File: src/rtl/mem_port_arbiter_if.sv
// Purpose: groups the fetch, data and memory handshakes of the unified memory port arbiter.
// Ports: fetch req/resp (if_*), data req/resp (d_*), memory req/resp (m_*).
// Modports: master = core + memory side, slave = arbiter side.
interface mem_port_arbiter_if #(
    parameter int ADDR_W = 32,
    parameter int DATA_W = 32
);
    // Instruction-fetch channel
    logic                  if_req_valid;
    logic [ADDR_W-1:0]     if_req_addr;
    logic                  if_req_ready;
    logic [DATA_W-1:0]     if_rdata;
    logic                  if_rvalid;
    logic                  if_rready;

    // Data (load/store) channel
    logic                  d_req_read;
    logic                  d_req_write;
    logic [ADDR_W-1:0]     d_req_addr;
    logic [DATA_W-1:0]     d_req_wdata;
    logic [DATA_W/8-1:0]   d_req_wstrb;
    logic                  d_req_ready;
    logic [DATA_W-1:0]     d_rdata;
    logic                  d_rvalid;
    logic                  d_rready;

    // Unified memory port
    logic                  m_req_valid;
    logic                  m_req_write;
    logic [ADDR_W-1:0]     m_req_addr;
    logic [DATA_W-1:0]     m_req_wdata;
    logic [DATA_W/8-1:0]   m_req_wstrb;
    logic                  m_req_ready;
    logic [DATA_W-1:0]     m_rdata;
    logic                  m_rvalid;
    logic                  m_rready;

    modport master (
        output if_req_valid, if_req_addr, if_rready,
        input  if_req_ready, if_rdata, if_rvalid,
        output d_req_read, d_req_write, d_req_addr, d_req_wdata, d_req_wstrb, d_rready,
        input  d_req_ready, d_rdata, d_rvalid,
        input  m_req_valid, m_req_write, m_req_addr, m_req_wdata, m_req_wstrb, m_rready,
        output m_req_ready, m_rdata, m_rvalid
    );

    modport slave (
        input  if_req_valid, if_req_addr, if_rready,
        output if_req_ready, if_rdata, if_rvalid,
        input  d_req_read, d_req_write, d_req_addr, d_req_wdata, d_req_wstrb, d_rready,
        output d_req_ready, d_rdata, d_rvalid,
        output m_req_valid, m_req_write, m_req_addr, m_req_wdata, m_req_wstrb, m_rready,
        input  m_req_ready, m_rdata, m_rvalid
    );
endinterface

File: src/rtl/mem_port_arbiter.sv
// Purpose: shares one memory port between fetch and data channels, round-robin on contention.
// Latency: grant combinational in IDLE, m_req_valid next cycle; read >= 3 cycles, write >= 2.
// Backpressure: request held stable until m_req_ready; m_rready follows the owner's rready.
// Ports: clk, rst (async active-low), bus (slave modport), grant_cnt_if / grant_cnt_d counters.
module mem_port_arbiter #(
    parameter int ADDR_W = 32,
    parameter int DATA_W = 32
) (
    input  logic                 clk,
    input  logic                 rst,
    mem_port_arbiter_if.slave    bus,
    output logic [31:0]          grant_cnt_if,
    output logic [31:0]          grant_cnt_d
);
    localparam int STRB_W = DATA_W / 8;

    typedef enum logic [1:0] {
        IDLE = 2'd0,
        REQ  = 2'd1,
        RESP = 2'd2
    } state_t;

    localparam logic OWN_IF = 1'b0;
    localparam logic OWN_D  = 1'b1;

    state_t              state_q, state_nxt;
    logic                owner_q;
    logic                last_q;
    logic                lat_write_q;
    logic [ADDR_W-1:0]   lat_addr_q;
    logic [DATA_W-1:0]   lat_wdata_q;
    logic [STRB_W-1:0]   lat_wstrb_q;
    logic [31:0]         cnt_if_q;
    logic [31:0]         cnt_d_q;

    logic                d_req;
    logic                grant_if;
    logic                grant_d;
    logic                m_rready_int;

    always_comb begin
        d_req        = bus.d_req_read | bus.d_req_write;
        grant_if     = 1'b0;
        grant_d      = 1'b0;
        m_rready_int = 1'b0;
        state_nxt    = state_q;

        bus.if_req_ready = 1'b0;
        bus.d_req_ready  = 1'b0;
        bus.if_rvalid    = 1'b0;
        bus.if_rdata     = '0;
        bus.d_rvalid     = 1'b0;
        bus.d_rdata      = '0;
        bus.m_req_valid  = 1'b0;
        bus.m_req_write  = lat_write_q;
        bus.m_req_addr   = lat_addr_q;
        bus.m_req_wdata  = lat_wdata_q;
        bus.m_req_wstrb  = lat_wstrb_q;
        bus.m_rready     = 1'b0;

        case (state_q)
            IDLE: begin
                // On contention the channel that did not win last time goes first.
                grant_if = bus.if_req_valid && (!d_req || last_q == OWN_D);
                grant_d  = d_req && (!bus.if_req_valid || last_q == OWN_IF);
                bus.if_req_ready = grant_if;
                bus.d_req_ready  = grant_d;
                if (grant_if || grant_d) begin
                    state_nxt = REQ;
                end
            end
            REQ: begin
                bus.m_req_valid = 1'b1;
                if (bus.m_req_ready) begin
                    state_nxt = lat_write_q ? IDLE : RESP;
                end
            end
            RESP: begin
                // Response forwarded straight through; only the owner sees it.
                m_rready_int = (owner_q == OWN_D) ? bus.d_rready : bus.if_rready;
                bus.m_rready = m_rready_int;
                if (owner_q == OWN_D) begin
                    bus.d_rvalid = bus.m_rvalid;
                    bus.d_rdata  = bus.m_rdata;
                end else begin
                    bus.if_rvalid = bus.m_rvalid;
                    bus.if_rdata  = bus.m_rdata;
                end
                if (bus.m_rvalid && m_rready_int) begin
                    state_nxt = IDLE;
                end
            end
            default: state_nxt = IDLE;
        endcase
    end

    always_ff @(posedge clk or negedge rst) begin
        if (!rst) begin
            state_q <= IDLE;
        end else begin
            state_q <= state_nxt;
        end
    end

    always_ff @(posedge clk or negedge rst) begin
        if (!rst) begin
            owner_q     <= OWN_IF;
            last_q      <= OWN_D;
            lat_write_q <= 1'b0;
            lat_addr_q  <= '0;
            lat_wdata_q <= '0;
            lat_wstrb_q <= '0;
            cnt_if_q    <= '0;
            cnt_d_q     <= '0;
        end else if (grant_if) begin
            owner_q     <= OWN_IF;
            last_q      <= OWN_IF;
            lat_write_q <= 1'b0;
            lat_addr_q  <= bus.if_req_addr;
            lat_wdata_q <= '0;
            lat_wstrb_q <= '0;
            cnt_if_q    <= cnt_if_q + 32'd1;
        end else if (grant_d) begin
            // Read and write both set is taken as a write; strobes are zero on reads.
            owner_q     <= OWN_D;
            last_q      <= OWN_D;
            lat_write_q <= bus.d_req_write;
            lat_addr_q  <= bus.d_req_addr;
            lat_wdata_q <= bus.d_req_wdata;
            lat_wstrb_q <= bus.d_req_write ? bus.d_req_wstrb : '0;
            cnt_d_q     <= cnt_d_q + 32'd1;
        end
    end

    assign grant_cnt_if = cnt_if_q;
    assign grant_cnt_d  = cnt_d_q;

endmodule
File: src/flat_wrapper.sv
// flat-port wrapper written by rule: the top's interface ports become plain ports
module mem_port_arbiter_flat 
#(
    parameter int ADDR_W = 32,
    parameter int DATA_W = 32
)
  (clk, rst, grant_cnt_if, grant_cnt_d, bus_if_req_valid, bus_if_req_addr, bus_if_rready, bus_if_req_ready, bus_if_rdata, bus_if_rvalid, bus_d_req_read, bus_d_req_write, bus_d_req_addr, bus_d_req_wdata, bus_d_req_wstrb, bus_d_rready, bus_d_req_ready, bus_d_rdata, bus_d_rvalid, bus_m_req_valid, bus_m_req_write, bus_m_req_addr, bus_m_req_wdata, bus_m_req_wstrb, bus_m_rready, bus_m_req_ready, bus_m_rdata, bus_m_rvalid);
  mem_port_arbiter_if #(.ADDR_W(ADDR_W), .DATA_W(DATA_W)) bus_i ();
  input  logic clk;
  input  logic rst;
  output logic [31:0] grant_cnt_if;
  output logic [31:0] grant_cnt_d;
  input wire logic [$bits(bus_i.if_req_valid)-1:0] bus_if_req_valid;
  input wire logic [$bits(bus_i.if_req_addr)-1:0] bus_if_req_addr;
  input wire logic [$bits(bus_i.if_rready)-1:0] bus_if_rready;
  output wire logic [$bits(bus_i.if_req_ready)-1:0] bus_if_req_ready;
  output wire logic [$bits(bus_i.if_rdata)-1:0] bus_if_rdata;
  output wire logic [$bits(bus_i.if_rvalid)-1:0] bus_if_rvalid;
  input wire logic [$bits(bus_i.d_req_read)-1:0] bus_d_req_read;
  input wire logic [$bits(bus_i.d_req_write)-1:0] bus_d_req_write;
  input wire logic [$bits(bus_i.d_req_addr)-1:0] bus_d_req_addr;
  input wire logic [$bits(bus_i.d_req_wdata)-1:0] bus_d_req_wdata;
  input wire logic [$bits(bus_i.d_req_wstrb)-1:0] bus_d_req_wstrb;
  input wire logic [$bits(bus_i.d_rready)-1:0] bus_d_rready;
  output wire logic [$bits(bus_i.d_req_ready)-1:0] bus_d_req_ready;
  output wire logic [$bits(bus_i.d_rdata)-1:0] bus_d_rdata;
  output wire logic [$bits(bus_i.d_rvalid)-1:0] bus_d_rvalid;
  output wire logic [$bits(bus_i.m_req_valid)-1:0] bus_m_req_valid;
  output wire logic [$bits(bus_i.m_req_write)-1:0] bus_m_req_write;
  output wire logic [$bits(bus_i.m_req_addr)-1:0] bus_m_req_addr;
  output wire logic [$bits(bus_i.m_req_wdata)-1:0] bus_m_req_wdata;
  output wire logic [$bits(bus_i.m_req_wstrb)-1:0] bus_m_req_wstrb;
  output wire logic [$bits(bus_i.m_rready)-1:0] bus_m_rready;
  input wire logic [$bits(bus_i.m_req_ready)-1:0] bus_m_req_ready;
  input wire logic [$bits(bus_i.m_rdata)-1:0] bus_m_rdata;
  input wire logic [$bits(bus_i.m_rvalid)-1:0] bus_m_rvalid;
  assign bus_i.if_req_valid = bus_if_req_valid;
  assign bus_i.if_req_addr = bus_if_req_addr;
  assign bus_i.if_rready = bus_if_rready;
  assign bus_if_req_ready = bus_i.if_req_ready;
  assign bus_if_rdata = bus_i.if_rdata;
  assign bus_if_rvalid = bus_i.if_rvalid;
  assign bus_i.d_req_read = bus_d_req_read;
  assign bus_i.d_req_write = bus_d_req_write;
  assign bus_i.d_req_addr = bus_d_req_addr;
  assign bus_i.d_req_wdata = bus_d_req_wdata;
  assign bus_i.d_req_wstrb = bus_d_req_wstrb;
  assign bus_i.d_rready = bus_d_rready;
  assign bus_d_req_ready = bus_i.d_req_ready;
  assign bus_d_rdata = bus_i.d_rdata;
  assign bus_d_rvalid = bus_i.d_rvalid;
  assign bus_m_req_valid = bus_i.m_req_valid;
  assign bus_m_req_write = bus_i.m_req_write;
  assign bus_m_req_addr = bus_i.m_req_addr;
  assign bus_m_req_wdata = bus_i.m_req_wdata;
  assign bus_m_req_wstrb = bus_i.m_req_wstrb;
  assign bus_m_rready = bus_i.m_rready;
  assign bus_i.m_req_ready = bus_m_req_ready;
  assign bus_i.m_rdata = bus_m_rdata;
  assign bus_i.m_rvalid = bus_m_rvalid;
  mem_port_arbiter #(.ADDR_W(ADDR_W), .DATA_W(DATA_W)) u_core (.clk(clk), .rst(rst), .bus(bus_i), .grant_cnt_if(grant_cnt_if), .grant_cnt_d(grant_cnt_d));
endmodule
File: config.mk
export PLATFORM = sky130hd
export DESIGN_NAME = mem_port_arbiter_flat
export DESIGN_NICKNAME = d
export VERILOG_FILES = /design/src/rtl/mem_port_arbiter_if.sv /design/src/rtl/mem_port_arbiter.sv /design/src/flat_wrapper.sv
export SDC_FILE = /design/constraint.sdc
export NUM_CORES = 1
export LEC_CHECK = 0
export ABC_AREA = 1
export BUFFER_PORTS_ARGS = -buffer_cell sky130_fd_sc_hd__buf_2
export CORE_MARGIN = 1
export CORE_UTILIZATION = 35
export DETAILED_ROUTE_END_ITERATION = 10
export GPL_ROUTABILITY_DRIVEN = 0
export GPL_TIMING_DRIVEN = 1
export PLACE_DENSITY = 0.77
export SLEW_MARGIN = 20
export SYNTH_ARGS = -nofsm -noshare
export SYNTH_HDL_FRONTEND = slang
export SYNTH_SLANG_ARGS = --single-unit
File: constraint.sdc
create_clock -name clk -period 1.4 [get_ports clk]
set_clock_uncertainty 0.15 [all_clocks]
set_input_delay 0.28 -clock clk [delete_from_list [all_inputs] [get_ports clk]]
set_output_delay 0.28 -clock clk [all_outputs]
set_load 0.1 [all_outputs]
==> flow_metrics.env, run 1 <==
export IMPL_ys_seq_elements=137
export IMPL_clock_sinks=137
export IMPL_grt_max_degree=54
export IMPL_root_buffer="clkbuf_16"
export IMPL_place_area_sq_mm=0.0141
export IMPL_ios=344
export IMPL_initial_core_util_pct=35.8
export IMPL_async_reset_ff_share_pct=100
export IMPL_syn_num_nets=1028
export IMPL_synthesis_instances=885
export IMPL_chipHeight_um=143
export IMPL_numPortBuffers=343
export IMPL_yosys_warnings=0
export IMPL_outcome="aborted with a tool error"
export IMPL_synthDistinctLibCells=29
export IMPL_worstEndpointType="output port"
export IMPL_num_rows=51
export IMPL_tritoncts_num_buffers=17
export IMPL_netlist_area_sq_mm=0.00700
export IMPL_synth_edff_count=0
export IMPL_ys_seq_area_share_pct=49.0
export IMPL_synthFlopType="dfrtp_1"
export IMPL_dp_final_hpwl_mm=23.1
export IMPL_failing_step="global routing"
export IMPL_stop_error="[ERROR DPL-0038] Utilization greater than 100%, impossible to legalize"
export IMPL_dpl_worst_slack_ns=-0.362
export IMPL_avgSynthCellArea_sq_um=7.91
export IMPL_cts_buffer_depth=2
export IMPL_dieWidth_um=143
export IMPL_htreeDepth=4
export IMPL_grt_worst_endpoint="bus_d_rdata[24]"
## synth_stat cells (2+ instances only)
library cell | instances | share of area, %
xor2_1 | 20 | 2.5
buf_6 | 8 | 1.3
nor2_2 | 10 | 0.89
nand3b_1 | 5 | 0.54
a22o_1 | 32 | 4.0
nand2_2 | 5 | 0.45
nor2_4 | 5 | 0.80
dfrtp_1 | 136 | 49
clkbuf_1 | 6 | 0.32
nor2_1 | 134 | 7.2
inv_2 | 4 | 0.21
ha_1 | 2 | 0.36
inv_1 | 107 | 5.7
nand2_1 | 261 | 14
nor3_1 | 6 | 0.43
xnor2_1 | 20 | 2.5
buf_2 | 12 | 0.86
nand3_4 | 2 | 0.50
nand4_1 | 14 | 1.3
o21ai_0 | 8 | 0.57
nand3_1 | 80 | 5.7
## through the flow
stage | TNS [ns] | utilization, % | instances | hold slack (ns)
4_1_cts | -121.19 | 91.9 | 1875 | 0.00525
2_1_floorplan | -62.18 | - | 885 | -0.166
3_3_place_gp | -40.54 | 72.2 | 1613 | 0.116
3_5_place_dp | -47.84 | 72.2 | 1613 | 0.121
## cells by family after synthesis
logic type	count (synthesis)	synth area share [%]
simple gates	526	32.3
xor+xnor	40	5.01
compound gates	43	4.85
buf+inv	137	8.42
fa+ha+maj	2	0.358
flops	137	49.0
## what timing repair did
item                                    in CTS
hold endpoints to repair                   204
endpoints found under the setup margin     336
pin swaps                                  118
resized for setup                          248
gates cloned                                12
setup buffers                              118
hold buffers                               100
==> run 2: changes to the inputs <==
CORE_UTILIZATION = 20   (was 35)
PLACE_DENSITY = not set   (was 0.77)
PLACE_DENSITY_LB_ADDON = 0.15   (was not set)
clock period = 1.82 ns   (was 1.4 ns; I/O delays follow)
==> run 2 against run 1 <==
The flow now finishes, with violations (negative setup slack). Synthesized cell count unchanged. Synthesized area stayed put.
==> flow_metrics.env, run 2 <==
export IMPL_outcome="finished, violations left"
export IMPL_violations="negative setup slack"
export IMPL_synthSimpleGateAreaFrac_pct=32.3
export IMPL_critical_path_class="flip-flop to output pin"
export IMPL_route_detailed_drc=0
export IMPL_critPathLaunch="u_core.state_q[0]"
export IMPL_setup_tns_ns=-25.21
export IMPL_min_from="bus_d_req_wdata[27]"
export IMPL_drtPass1Iterations=5
export IMPL_avgSynthCellArea_sq_um=7.91
export IMPL_clock_latency_ns=0.43
export IMPL_track_usage_pct=15.2
export IMPL_via_per_inst=4.11
export IMPL_p_leak_nw=6.38
export IMPL_initial_core_util_pct=20.3
export IMPL_synth_edff_count=0
export IMPL_power_frac_comb_pct=63.6
export IMPL_synth_compound_area_share_pct=4.85
export IMPL_required_ns=1.31
export IMPL_synthMuxAreaShare_pct=0
export IMPL_end_kind="output pin"
export IMPL_grt_pass1_vias=7562
export IMPL_nFillCells=3451
export IMPL_synthFlopType="dfrtp_1"
export IMPL_num_rows=68
export IMPL_rsz0062_at_grt="yes"
export IMPL_fin_nets=1512
export IMPL_switchingPower_w=0.0126
export IMPL_netlist_area_leader_share_pct=48.6
export IMPL_layout_drive_gt1_share_pct=45.4
export IMPL_p_seq_share_pct=20.9
export IMPL_synthTopCellsByCount="nand2_1, dfrtp_1, nor2_1, inv_1, nand3_1"
export IMPL_r2r_cells=10
export IMPL_powerDensity_mw_per_mm2=1630
export IMPL_maxCapViolations=0
export IMPL_clkPwrFrac_pct=15.5
export IMPL_ys_seq_area_share_pct=49.0
export IMPL_fin_ws_ns=-0.357
export IMPL_core_area_sq_mm=0.0345
export IMPL_chipHeight_um=189
export IMPL_max_slew_margin_rel_pct=63.8
export IMPL_dieWidth_um=189
export IMPL_clock_sinks=137
export IMPL_min_path_cells=2
export IMPL_clock_fmax_mhz=459
export IMPL_cts_buffer_depth=2
export IMPL_drt_wl_total_mm=27.8
export IMPL_yosysTopAreaCell="dfrtp_1"
export IMPL_tightestPinTransition_ns=0.547
export IMPL_irDropWorstVdd_uv=1360
export IMPL_synthDistinctLibCells=29
export IMPL_swShare_pct=57.7
export IMPL_htreeDepth=4
export IMPL_layout_common_cells="nand2_1, buf_2, inv_1, dlygate4sd3_1, buf_12"
export IMPL_ys_seq_elements=137
export IMPL_synth_xor_area_share_pct=5.01
export IMPL_hold_violations=0
export IMPL_finalPower_w=0.0218
export IMPL_syn_to_final_growth_pct=91.3
export IMPL_antenna_found_initial=0
export IMPL_initialDrtViolationCount=316
export IMPL_numPortBuffers=343
export IMPL_r2r_start="u_core.state_q[1]"
export IMPL_period_minus_slack_ns=2.18
export IMPL_dp_final_hpwl_mm=20.0
export IMPL_report_final_slew_viol_count=0
export IMPL_die_area_sq_mm=0.0357
export IMPL_setup_viol=100
export IMPL_r2r_slack_ns=-0.15
export IMPL_layout_commonest_cell="nand2_1"
export IMPL_wl_per_cell_um=15.1
export IMPL_synthAdderAreaFrac_pct=0.358
export IMPL_utilization_pct=38.8
export IMPL_grt_max_degree=39
export IMPL_crit_path_start_kind="flip-flop"
export IMPL_tritoncts_num_buffers=17
export IMPL_ant_nets=0
export IMPL_cp_arrival_ns=1.66
export IMPL_dpl_worst_slack_ns=-0.0254
export IMPL_clk_pin_slew_ns=0.06
export IMPL_syn_num_nets=1028
export IMPL_synthTopCellsByArea="dfrtp_1, nand2_1, nor2_1"
export IMPL_ios=344
export IMPL_yosys_warnings=0
export IMPL_synthesis_instances=885
export IMPL_synth_most_common_cell="nand2_1"
export IMPL_num_vias=7556
export IMPL_p_int_w=0.00921
export IMPL_grt_overflow=0
export IMPL_root_buffer="clkbuf_16"
export IMPL_grt_pass1_wl_mm=42.2
export IMPL_finalCritPeriodShare_pct=120
export IMPL_netlist_area_sq_mm=0.00700
export IMPL_antenna_cells=0
export IMPL_hp_class="input pin to flip-flop"
export IMPL_crit_fanout=14
export IMPL_synth_top_family_by_area="simple AND/OR/NAND/NOR gates"
export IMPL_async_reset_ff_share_pct=100
export IMPL_cts_tree="yes"
## run 2: cell counts after synthesis
No cell type changed its count.
## run 2: logic make-up after synthesis
group,after synthesis
AND/OR/NAND/NOR,526
buffers and inverters,137
flip-flops,137
AO/OA/AOI/OAI,43
XOR/XNOR,40
adder cells (fa/ha/maj),2
## run 2: power groups by stage
stage	logic (W)	clock network, W	registers (W)
6_report	0.0138	0.00337	0.00455
5_1_grt	0.0144	0.00362	0.00468
4_1_cts	0.0135	0.00351	0.00455
3_5_place_dp	0.0130	0	0.00456
3_3_place_gp	0.0129	0	0.00457
2_1_floorplan	0.00400	0	0.0103
## run 2: critical path, cell delays in order (launching register included)
cell and delay, ns:
dfrtp_2 0.45, nor2_4 0.16, nand2_4 0.12, buf_12 0.19, nor2_4 0.13, buf_12 0.18
## run 2: area by class of cell
type	count	area (sq um)	share of cell area, %
clock buffers	19	433	3.24
clock inverters	13	123	0.916
inverters	111	429	3.21
multi-input cells	611	3710	27.7
flip-flops and latches	137	3540	26.4
well taps	455	569	4.25
repair buffers	491	4580	34.2
## run 2: metal layers
| metal | share of wire, % | global-route usage (%) | wire (um) | vias up |
|---|---|---|---|---|
| li1 | - | - | - | 3745 |
| met1 | 44 | 18.8 | 12100 | 3516 |
| met2 | 49 | 26.1 | 13700 | 280 |
| met3 | 6.1 | 3.86 | 1710 | 15 |
| met4 | 1.0 | 3.78 | 290 | 0 |
| met5 | 0 | 0 | 0 | - |
## run 2: timing repair
action / 4_1_cts / 5_1_grt
gates resized for setup: 104 / 73
cloned: 1 / 5
hold endpoints to repair: 87 / 0
setup buffers: 4 / 13
endpoints found under the setup margin: 117 / 171
pin swaps: 9 / 20
hold buffers: 89 / 0
## run 2: worst paths after layout
path | end
worst min register to register | u_core.bus.m_req_wstrb[3]
worst max register to register | u_core.grant_cnt_d[25]
worst min-delay path | u_core.bus.m_req_wdata[27]
worst max-delay path | bus_d_rdata[11]
min in group asynchronous | u_core.bus.m_req_wdata[5]
max in group asynchronous | u_core.grant_cnt_d[28]
## run 2: per-stage QoR
step           instances  instance area [sq um]  hold WS (ns)
2_1_floorplan        885                   7520       -0.0816
3_3_place_gp        1694                  11100         0.136
3_5_place_dp        1694                  11100         0.136
4_1_cts             1820                  12900       0.00133
5_1_grt             1837                  13400       0.00160
6_report            1837                  13400        0.0242
Power figures use the tool's default switching activity.
